--- src/rtl/mips_cpu_fetch.sv ---
// Multicycle MIPS fetch/PC stage: FETCH/EXEC sequencing,
// delay-slot redirect and halt on a jump to address zero.
module mips_cpu_fetch #(
  parameter logic [31:0] RESET_VECTOR = 32'hBFC00000
) (
  input  logic        clk,
  input  logic        rst_n,
  input  logic [1:0]  CtrlPC,
  input  logic [31:0] RegJumpTarget,
  input  logic        Stall,
  input  logic [31:0] imem_readdata,
  input  logic        imem_waitrequest,
  output logic [31:0] imem_address,
  output logic        imem_read,
  output logic [31:0] Instr,
  output logic        InstrValid,
  output logic [31:0] PC,
  output logic [31:0] PCPlus8,
  output logic        Active
);

  typedef enum logic [1:0] {
    FETCH  = 2'd0,
    EXEC   = 2'd1,
    HALTED = 2'd2
  } state_t;

  state_t      state, state_nxt;
  logic [31:0] pc, pc_nxt;
  logic [31:0] instr, instr_nxt;
  logic [31:0] pend_target, pend_target_nxt;
  logic        pend_valid, pend_valid_nxt;

  logic [31:0] pc4;
  logic [31:0] br_tgt;
  logic [31:0] j_tgt;
  logic [31:0] r_tgt;
  logic [31:0] tgt;
  logic [31:0] npc;
  logic        npend_valid;
  logic [31:0] npend_target;

  assign pc4    = pc + 32'd4;
  assign br_tgt = pc4 + {{14{instr[15]}}, instr[15:0], 2'b00};
  assign j_tgt  = {pc4[31:28], instr[25:0], 2'b00};
  assign r_tgt  = {RegJumpTarget[31:2], 2'b00};

  always_comb begin
    tgt = pc4;
    unique case (CtrlPC)
      2'd1:    tgt = br_tgt;
      2'd2:    tgt = j_tgt;
      2'd3:    tgt = r_tgt;
      default: tgt = pc4;
    endcase
  end

  // A transfer first fetches the delay slot; the target is
  // parked until the slot leaves EXEC.
  always_comb begin
    npc          = pc4;
    npend_valid  = pend_valid;
    npend_target = pend_target;
    unique case (1'b1)
      pend_valid: begin
        npc         = pend_target;
        npend_valid = 1'b0;
      end
      (!pend_valid && CtrlPC != 2'd0): begin
        npc          = pc4;
        npend_valid  = 1'b1;
        npend_target = tgt;
      end
      default: begin
        npc = pc4;
      end
    endcase
  end

  always_comb begin
    state_nxt       = state;
    pc_nxt          = pc;
    instr_nxt       = instr;
    pend_valid_nxt  = pend_valid;
    pend_target_nxt = pend_target;
    case (state)
      FETCH: begin
        if (!imem_waitrequest) begin
          instr_nxt = imem_readdata;
          state_nxt = EXEC;
        end
      end
      EXEC: begin
        if (!Stall) begin
          pc_nxt          = npc;
          pend_valid_nxt  = npend_valid;
          pend_target_nxt = npend_target;
          state_nxt       = (npc == 32'd0) ? HALTED : FETCH;
        end
      end
      HALTED: begin
        pc_nxt = 32'd0;
      end
      default: begin
        state_nxt = FETCH;
      end
    endcase
  end

  always_ff @(posedge clk or negedge rst_n) begin
    if (!rst_n) begin
      state       <= FETCH;
      pc          <= RESET_VECTOR;
      instr       <= 32'd0;
      pend_valid  <= 1'b0;
      pend_target <= 32'd0;
    end else begin
      state       <= state_nxt;
      pc          <= pc_nxt;
      instr       <= instr_nxt;
      pend_valid  <= pend_valid_nxt;
      pend_target <= pend_target_nxt;
    end
  end

  assign imem_address = pc;
  assign imem_read    = rst_n && (state == FETCH);
  assign Instr        = instr;
  assign InstrValid   = (state == EXEC);
  assign PC           = pc;
  assign PCPlus8      = pc + 32'd8;
  assign Active       = (state != HALTED);

endmodule

--- config.mk ---
export PLATFORM = sky130hd
export DESIGN_NAME = mips_cpu_fetch
export DESIGN_NICKNAME = d
export VERILOG_FILES = /design/src/rtl/mips_cpu_fetch.sv
export SDC_FILE = /design/constraint.sdc
export NUM_CORES = 1
export LEC_CHECK = 0
export ABC_AREA = 1
export BUFFER_PORTS_ARGS = -buffer_cell sky130_fd_sc_hd__buf_4
export CORE_MARGIN = 3
export CORE_UTILIZATION = 55
export DETAILED_ROUTE_END_ITERATION = 10
export HOLD_SLACK_MARGIN = 0.05
export PLACE_DENSITY = 0.91
export SYNTH_ARGS = -nofsm -noshare
export SYNTH_HDL_FRONTEND = slang
export SYNTH_SLANG_ARGS = --single-unit
--- constraint.sdc ---
create_clock -name clk -period 3.8 [get_ports clk]
set_input_delay 0.76 -clock clk [delete_from_list [all_inputs] [get_ports clk]]
set_output_delay 0.76 -clock clk [all_outputs]
set_load 0.02 [all_outputs]
# Word-level counts from Yosys, hierarchy flattened
# Cells that the tools add are included.
# totals
output_inout_bits	131
input_bits	70
ff_bits	99
elab_cells	40
# op_classes
bitwise	3
n_mux	9
add_sub_neg	3
n_eq_ne	8
reduce_logical	12
# op_table
op	count
$pmux W32 S3	1
$mux W32	2
$pmux W32 S2	1
$add A32 B3 Y32 const B	1
$add A32 B32 Y32	1
$add A32 B4 Y32 const B	1
$logic_not A32 Y1	1
$eq A2 B2 Y1 const B	3
$mux W2	3
$ne A2 B2 Y1 const B	3
$pmux W2 S3	1
$reduce_and A2 Y1	3
$reduce_and A3 Y1	2
$eq A2 B1 Y1 const B	2
$reduce_bool A2 Y1	2
$not A1 Y1	3
$logic_and A1 B1 Y1	2
$logic_not A2 Y1	1
$logic_not A1 Y1	1
$mux W1	1

# Longest topological paths before layout
# Gate-level depths: netlist of the first run.
# depth
depth_word	6
ltp_mapped	21
mapped_depth_nobuf	21

# Least setup slack after synthesis of the first run
# No wires, ideal clock.
# synth_timing
kind	register to register
from	reg pc[4], in the netlist PC[4]
to	reg pend_target[28]
period_less_slack_ns	2.932
setup_ns	0.077
path_stages_with_launch	19
path_buffers	0
arrival_ns	2.855
required_ns	3.723
path_slack_ns	0.868
cell_sequence	dfrtp_1 > ha_1 > nand2_1 > nor2_1 > nand2_2 > nor2_2 > nand2_1 > xor2_1 > inv_1 > ha_1 > a21oi_1 > o21ai_0 > a21oi_1 > nor2_1 > nor2_1 > nand2_1 > nand2_1 > nand3_1 > a21oi_1
# synth_between
elab_chain_cells	3
# synth_lines
element	line	rtl
from (decl)	29	logic [31:0] pc, pc_nxt;
from (signal assigned)	119	pc <= pc_nxt;
$add A32 B3 Y32 (*)	43	assign pc4 = pc + 32'd4;
$add A32 B32 Y32	44	assign br_tgt = pc4 + {{14{instr[15]}}, instr[15:0], 2'b00};
$pmux W32 S3 (*)	50	unique case (CtrlPC)
to (signal assigned)	122	pend_target <= pend_target_nxt;
to (decl)	31	logic [31:0] pend_target, pend_target_nxt;
# Mark *: on every way between the ends. The rest lies on a longest branch, timed or not.
# A chain may end at the register's enable or synchronous reset.

# Worst setup path after layout of the first run
# layout_timing
from	reg pc[4], in the netlist PC[4]
to	out PCPlus8[17]
# layout_between
elab_chain_cells	1
# layout_lines
element	line	rtl
$add A32 B4 Y32	131	assign PCPlus8 = pc + 32'd8;
to (decl)	18	output logic [31:0] PCPlus8,
# No other way between the ends.

==> impl_metrics.yaml, run 1 <==
flow_run:
  drv_cap: 0
setup_path:
  worstSetupPathType: "flop to primary output"
  path_max_fanout: 7
  startpoint_type: "flop"
  cp-end-kind: "primary output"
  cp.required_ns: 3.04
  worstPathArrival_ns: 2.90
die:
  io_pins: 201
  initial_core_util_pct: 56.5
  fp-row-count: 44
  core-area_um2: 14600
  die_area_um2: 16500
  die_x_um: 128
  die_height_um: 128
place:
  port_buffers: 198
  hpwlAfterDp_um: 21300
  finalWeightedCongestion: 1.01
yosys:
  yosys_warnings: 0
  synth_seq_cells: 99
  synth_edf_count: 0
  postSynth.asyncResetShare_pct: 100
  syn_area_um2: 8240
  synth_seq_area_share_pct: 30.2
  ys.flop_type: "dfrtp_1"
  synth_cells: 1180
  syn_area_per_cell_um2: 6.98
  syn_nets: 1287
  synth_cell_type_count: 44
clocking:
  ctsLongestPathBuffers: 2
  numCtsBuffers: 9
  clk_pin_slew_ns: 0.07
  ctsResizeCount: 0
  cts_sinks: 99
  postCtsSetupRepairBufs: 0
  cts-root-buf: "clkbuf_16"
  cts_hold_buf: 0
  htreeDepth: 3
  clk_latency_ns: 0.35
  cts_tree: "done"
cells_and_area:
  fin_nets: 1445
  mostFrequentLayoutCells: "nand2_1, buf_4, inv_1"
  insertedDiodeCount: 0
  final_common_cell: "nand2_1"
  area_growth_pct: 21.3
  final_layout_size_suffix_gt1_share_pct: 23.7
detailed_routing:
  drt_wl_total_um: 27200
  via_count: 8800
  wire_per_inst_um: 17.8
  drc: 0
  drtAntennaViolNets: 0
  drt_first_pass_iters: 6
  vias_per_cell: 5.77
  drtIter0Drc: 1019
sta:
  fin_tns_setup_ns: 0
  slew_viol_final: 0
  fin_worst_skew_ns: 0.0109
  final-setup-viol-count: 0
  slew_headroom_pct: 33.4
  worst_pin_slew_ns: 1.00
  fmax_mhz: 273
  grt_setup_unrepaired: "no"
  hold_viol_final: 0
  period_share_pct: 96.3
  period_minus_slack_ns: 3.66
  timing.hold.ws_ns: 0.499
global_routing:
  grt_usage_pct: 32.4
  grt_remaining_overflow: 0
  grt_pass1_wl_um: 42200
  grt_pass1_vias: 8195
  grt_max_degree: 57
  antenna_found_initial: 0
power_and_ir_drop:
  p_per_area_nw_per_um2: 223
  total_power_mw: 2.23
  peakVddDrop_mv: 0.203
  p_leak_nw: 5.41
run_status:
  outcome: "finished, final reports clean"
hold_path:
  hold_class: "flop to flop"
==> cell type report <==
| cell class | count | area (um^2) |
|---|---|---|
| inverter | 123 | 462 |
| sequential | 99 | 2490 |
| clock inverter | 6 | 95.1 |
| fill | 1303 | 4600 |
| clock buffer | 9 | 225 |
| tap | 184 | 230 |
| multi-input combinational | 891 | 4890 |
| timing repair buffer | 214 | 1610 |
==> stage by stage <==
stage                     area [um^2]  cells  worst slack (ns)  utilization (%)
final                            9990   1526             0.139             68.5
after floorplan                  8240   1180             0.868                -
after global placement           9670   1511             0.500             66.3
after CTS                        9990   1526             0.247             68.5
after global routing             9990   1526            0.0538             68.5
after detailed placement         9670   1511             0.397             66.3
==> flip-flops by register name, summed over array words and instances, names as in the netlist <==
register / count
Instr: 32
pend_valid: 1
PC: 32
pend_target: 32
state: 2
==> cells by family after synthesis <==
logic type,count (synthesis),synth area share [%]
xor+xnor,30,3.19
buf+inv,190,10.5
flops,99,30.2
simple gates,610,33.2
mux,28,3.83
compound gates,186,13.3
fa+ha+maj,37,5.71
==> report_power, final <==
group	switching (mW)	internal [mW]
Clock	0.444	0.584
Sequential	0.00498	1.05
Combinational	0.0811	0.0651
Total	0.530	1.70
==> final timing paths <==
| check | depth (start not counted) | end | slack, ns | start |
|---|---|---|---|---|
| setup / recovery | 9 | PCPlus8[17] | 0.14 | PC[4]$_DFFE_PN0P_ |
| hold / removal | 1 | pend_target[1]$_DFFE_PN0P_ | 0.50 | pend_target[1]$_DFFE_PN0P_ |
| setup reg to reg | 16 | pend_target[30]$_DFFE_PN0P_ | 0.29 | PC[4]$_DFFE_PN0P_ |
| hold reg to reg | 1 | pend_target[1]$_DFFE_PN0P_ | 0.50 | pend_target[1]$_DFFE_PN0P_ |
| max in group asynchronous | 3 | Instr[20]$_DFFE_PN0P_ | 2.12 | rst_n |
| min in group asynchronous | 2 | PC[7]$_DFFE_PN0P_ | 0.51 | rst_n |
==> critical path, cell delays in order, from the launching register on <==
cell,delay [ns]
dfrtp_1,0.49
ha_1,0.38
nand2_1,0.09
nor2_1,0.19
buf_4,0.19
inv_1,0.07
nor3_1,0.59
nand2_1,0.14
xor2_1,0.22
buf_4,0.18
==> cell usage after synthesis, types with 11 or more instances <==
cell	number	area (um^2)
o22ai_1	14	87.6
dfrtp_1	90	2250
nor3_1	24	120
a221oi_1	12	105
nor2_2	11	68.8
ha_1	36	450
nand2_1	300	1130
nand3_1	92	460
xor2_1	29	254
mux2_2	28	315
clkbuf_1	20	75.1
o21ai_0	52	260
buf_4	38	285
a21oi_1	71	355
nor2_1	119	447
inv_1	121	454
==> layer usage <==
layer | wire, um | vias up | GRT usage [%]
li1 | - | 4188 | -
met1 | 11200 | 4014 | 45.0
met2 | 12400 | 526 | 51.2
met3 | 2580 | 72 | 4.11
met4 | 1080 | 0 | 14.0
met5 | 0 | - | 0
(Power assumes the default switching activity.)
==> run 2: changes to the inputs <==
--- a/config.mk
+++ b/config.mk
@@ -7,8 +7,10 @@
 export LEC_CHECK = 0
 export ABC_AREA = 1
 export BUFFER_PORTS_ARGS = -buffer_cell sky130_fd_sc_hd__buf_4
+export CELL_PAD_IN_SITES_DETAIL_PLACEMENT = 0
+export CELL_PAD_IN_SITES_GLOBAL_PLACEMENT = 1
 export CORE_MARGIN = 3
-export CORE_UTILIZATION = 55
+export CORE_UTILIZATION = 39
 export DETAILED_ROUTE_END_ITERATION = 10
 export HOLD_SLACK_MARGIN = 0.05
 export PLACE_DENSITY = 0.91
==> run 2 against run 1 <==
Effect of this change: sequential share of layout area shrank 0.24 points; clock power is essentially flat; fmax grew 2.8%; largest cell class unchanged; highest routed layer unchanged.
==> impl_metrics.yaml, run 2 (synthesis gave the netlist of run 1 again) <==
detailed_routing:
  drt_wl_total_um: 27900
  top_layer: "met4"
  drtIter0Drc: 545
  drt_first_pass_iters: 5
  wire_per_inst_um: 17.3
  via_count: 8443
  drtAntennaViolNets: 0
  drc: 0
  drt-met1-wl_um: 12600
  wl_met2_um: 12400
  met3WireLength_um: 2240
  vias_per_cell: 5.24
cells_and_area:
  insertedDiodeCount: 0
  post-route-util_pct: 49.2
  final_common_cell: "nand2_1"
  fillers: 2122
  multi_input_area_um2: 4890
  final_layout_size_suffix_gt1_share_pct: 23.7
  mostFrequentLayoutCells: "nand2_1, buf_4, inv_1"
  stdcell_count: 1612
  fin_nets: 1444
  area_growth_pct: 22.5
  area.sequential_um2: 2490
power_and_ir_drop:
  p_leak_nw: 5.40
  peakVddDrop_mv: 0.308
  p_per_area_nw_per_um2: 218
clocking:
  cts-root-buf: "clkbuf_16"
  cts_hold_buf: 0
  postCtsSetupRepairBufs: 0
  htreeDepth: 3
  clk_pin_slew_ns: 0.08
  ctsLongestPathBuffers: 2
  numCtsBuffers: 9
  ctsResizeCount: 0
  clk_latency_ns: 0.36
  cts_sinks: 99
  cts_tree: "done"
setup_path:
  cp-end-kind: "primary output"
  cp.required_ns: 3.04
  worstSetupPathType: "flop to primary output"
  path_max_fanout: 5
  worstPathArrival_ns: 2.80
  startpoint_type: "flop"
sta:
  fin_tns_setup_ns: 0
  slew_headroom_pct: 32.6
  timing.hold.ws_ns: 0.493
  worst_pin_slew_ns: 1.01
  fin_worst_skew_ns: 0.00995
  period_share_pct: 93.7
  hold_viol_final: 0
  slew_viol_final: 0
  grt_setup_unrepaired: "no"
  final-setup-viol-count: 0
  period_minus_slack_ns: 3.56
  fmax_mhz: 281
die:
  die_x_um: 151
  initial_core_util_pct: 40.2
  core-area_um2: 20500
  fp-row-count: 52
  die_area_um2: 22900
  io_pins: 201
  die_height_um: 151
hold_path:
  hold_class: "primary input to asynchronous set/reset pin"
global_routing:
  grt_usage_pct: 23.9
  grt_remaining_overflow: 0
  grt_pass1_vias: 7821
  grt_pass1_wl_um: 42100
  grt_max_degree: 58
  antenna_found_initial: 0
flow_run:
  drv_cap: 0
place:
  port_buffers: 198
  finalWeightedCongestion: 0.965
  hpwlAfterDp_um: 22400
  dp_cells: 1596
run_status:
  outcome: "finished, final reports clean"
==> run 2: cell types whose count changed in the layout (fill, tap and decap cells not counted) <==
cell / before / now
clkinv_8: 0 / 1
clkinv_4: 0 / 1
inv_6: 4 / 1
clkinvlp_4: 0 / 1
bufinv_16: 2 / 1
buf_4: 214 / 213
inv_8: 0 / 2
==> run 2: final cells by class <==
| cell class | instances | share of cell area (%) |
|---|---|---|
| Clock buffer | 9 | 2.23 |
| Inverter | 123 | 4.57 |
| Multi-Input combinational cell | 891 | 48.4 |
| Tap cell | 270 | 3.35 |
| Clock inverter | 7 | 0.930 |
| Sequential cell | 99 | 24.7 |
| Timing Repair Buffer | 213 | 15.8 |
==> run 2: stage by stage <==
step	worst slack (ns)	power (mW)	area (um^2)
floorplan	0.868	1.12	8240
CTS	0.279	2.23	10100
detailed placement	0.433	1.23	9770
finish	0.238	2.20	10100
global route	0.0811	2.28	10100
global placement	0.491	1.22	9770
==> run 2: per-layer routing <==
layer	GRT usage (%)	up-vias
met1	34.2	3907
li1	-	4159
met4	7.75	0
met5	0	-
met3	3.56	38
met2	37.1	339
==> run 2: path summary, 6_finish.rpt <==
kind | start | endpoint | slack [ns] | cells after the start
setup / recovery | PC[3]$_DFFE_PN0P_ | PCPlus8[17] | 0.24 | 9
hold / removal | rst_n | PC[3]$_DFFE_PN0P_ | 0.49 | 2
hold reg to reg | pend_target[0]$_DFFE_PN0P_ | pend_target[0]$_DFFE_PN0P_ | 0.50 | 1
max in group asynchronous | rst_n | Instr[20]$_DFFE_PN0P_ | 2.06 | 3
setup reg to reg | PC[3]$_DFFE_PN0P_ | pend_target[28]$_DFFE_PN0P_ | 0.40 | 16
min in group clk | pend_target[0]$_DFFE_PN0P_ | pend_target[0]$_DFFE_PN0P_ | 0.50 | 1
==> run 2: where the power goes <==
part	switching, mW	total [mW]	internal (mW)
Combinational	0.0837	0.148	0.0643
Sequential	0.00205	1.06	1.05
Clock	0.466	0.996	0.530
Total	0.552	2.20	1.65
==> run 2: worst max-delay path: stages (launching register included) <==
cell	delay [ns]
dfrtp_1	0.43
ha_1	0.36
nand2_1	0.09
nor2_1	0.19
buf_4	0.19
inv_1	0.07
nor3_1	0.60
nand2_1	0.13
xor2_1	0.19
buf_4	0.17
==> run 3: changes to the inputs <==
==> constraint.sdc (replaced) <==
create_clock -name clk -period 3.4 [get_ports clk]
set_input_delay 0.68 -clock clk [delete_from_list [all_inputs] [get_ports clk]]
set_output_delay 0.68 -clock clk [all_outputs]
set_load 0.02 [all_outputs]
==> run 3 against run 2 <==
Effect of this change: critical path type unchanged; register-to-register slack got worse by 0.15 ns; first-iteration DRC count shrank 11%; clock skew increased by 0.0076 ns; via count fell by 1.1%; global-route usage grew 0.27 points; worst hold slack got worse by 0.33 ns; critical endpoint unchanged; total power up 12%; largest power group unchanged.
==> impl_metrics.yaml, run 3 (synthesis gave the netlist of run 1 again) <==
sta:
  slew_viol_final: 0
  worst_pin_slew_ns: 1.05
  final-setup-viol-count: 0
  grt_setup_unrepaired: "no"
  hold_viol_final: 0
  slew_headroom_pct: 30.2
  fin_worst_skew_ns: 0.0175
  fmax_mhz: 313
  fin_tns_setup_ns: 0
  period_minus_slack_ns: 3.19
  period_share_pct: 93.9
power_and_ir_drop:
  peakVddDrop_mv: 0.224
  sw_frac_of_total_pct: 25.1
  power_frac_clock_pct: 45.4
  pwr-share-seq_pct: 47.9
  p_per_area_nw_per_um2: 241
  p_leak_nw: 5.44
  total_power_mw: 2.46
  p_sw_mw: 0.619
  intPower_mw: 1.84
  comb_power_share_pct: 6.8
die:
  die_area_um2: 22900
  die_height_um: 151
  core-area_um2: 20500
  fp-row-count: 52
  io_pins: 201
  die_x_um: 151
  initial_core_util_pct: 40.2
cells_and_area:
  fin_nets: 1453
  final_area_um2: 10200
  insertedDiodeCount: 0
  final_layout_size_suffix_gt1_share_pct: 25.0
  mostFrequentLayoutCells: "nand2_1, buf_4, inv_1"
  area_growth_pct: 23.7
  stdcell_count: 1621
  final_common_cell: "nand2_1"
  post-route-util_pct: 49.7
global_routing:
  grt_max_degree: 61
  antenna_found_initial: 0
  grt_pass1_wl_um: 42700
  grt_remaining_overflow: 0
  grt_usage_pct: 24.2
  grt_pass1_vias: 7828
detailed_routing:
  wire_per_inst_um: 17.3
  drtIter0Drc: 484
  drc: 0
  drt_wl_total_um: 28100
  vias_per_cell: 5.15
  via_count: 8351
  drt_first_pass_iters: 5
  drtAntennaViolNets: 0
place:
  place_area_um2: 9830
  dp_cells: 1603
  finalWeightedCongestion: 0.970
  port_buffers: 198
  hpwlAfterDp_um: 22600
setup_path:
  rrSetupSlack_ns: 0.25
  cp.required_ns: 2.72
  worstPathArrival_ns: 2.51
  startpoint_type: "flop"
  cp-end-kind: "primary output"
  path_max_fanout: 5
  worstSetupPathType: "flop to primary output"
clocking:
  clk_pin_slew_ns: 0.09
  numCtsBuffers: 9
  cts_sinks: 99
  cts-root-buf: "clkbuf_16"
  cts_tree: "done"
  cts_hold_buf: 0
  clk_latency_ns: 0.37
  htreeDepth: 3
  ctsLongestPathBuffers: 2
flow_run:
  drv_cap: 0
hold_path:
  hold_class: "primary input to asynchronous set/reset pin"
run_status:
  outcome: "finished, final reports clean"
## run 3: path summary, 6_finish.rpt
check / cells after the start / to / from
max: 10 / PCPlus8[17] / PC[3]$_DFFE_PN0P_
min: 1 / PC[6]$_DFFE_PN0P_ / rst_n
max reg2reg: 17 / pend_target[29]$_DFFE_PN0P_ / PC[3]$_DFFE_PN0P_
min reg2reg: 1 / pend_target[1]$_DFFE_PN0P_ / pend_target[1]$_DFFE_PN0P_
max in group asynchronous: 2 / Instr[20]$_DFFE_PN0P_ / rst_n
min in group clk: 1 / pend_target[1]$_DFFE_PN0P_ / pend_target[1]$_DFFE_PN0P_
## run 3: cell type report
| cell class | count | area (um^2) |
|---|---|---|
| Multi-Input combinational cell | 891 | 4920 |
| Inverter | 123 | 462 |
| Tap cell | 270 | 338 |
| Clock buffer | 9 | 225 |
| Timing Repair Buffer | 222 | 1670 |
| Clock inverter | 7 | 92.6 |
| Sequential cell | 99 | 2490 |
| Fill cell | 2112 | 10300 |
## run 3: through the flow
step / setup WS [ns] / hold WS (ns)
after floorplan: 0.468 / 0.384
after global placement: 0.183 / 0.468
after detailed placement: 0.139 / 0.473
after CTS: 0.0701 / 0.171
after global routing: 0.000462 / 0.172
final: 0.207 / 0.165
## run 3: per-layer routing
| metal | global-route usage [%] | vias up | share of wire, % |
|---|---|---|---|
| li1 | - | 4201 | - |
| met4 | 5.71 | 0 | 1.5 |
| met2 | 38.0 | 345 | 45 |
| met3 | 4.88 | 29 | 8.8 |
| met1 | 34.2 | 3776 | 45 |
| met5 | 0 | - | 0 |
## run 3: timing repair
item,4_1_cts,5_1_grt
setup buffers,0,2
resized for setup,0,13
setup endpoints to repair,0,14
## run 3: critical path, stage by stage, from the launching register on
cell,delay [ns]
dfrtp_1,0.41
ha_2,0.28
nand2_1,0.08
nor2_2,0.16
buf_4,0.18
inv_1,0.06
nor3_1,0.34
buf_4,0.19
nand2_1,0.06
xor2_1,0.20
buf_4,0.18
## run 3: power by group through the flow
stage	registers [mW]	clock network, mW	logic, mW
finish	1.18	1.12	0.166
global route	1.18	1.19	0.183
CTS	1.18	1.13	0.168
detailed placement	1.20	0	0.168
global placement	1.20	0	0.165
floorplan	1.20	0	0.0558
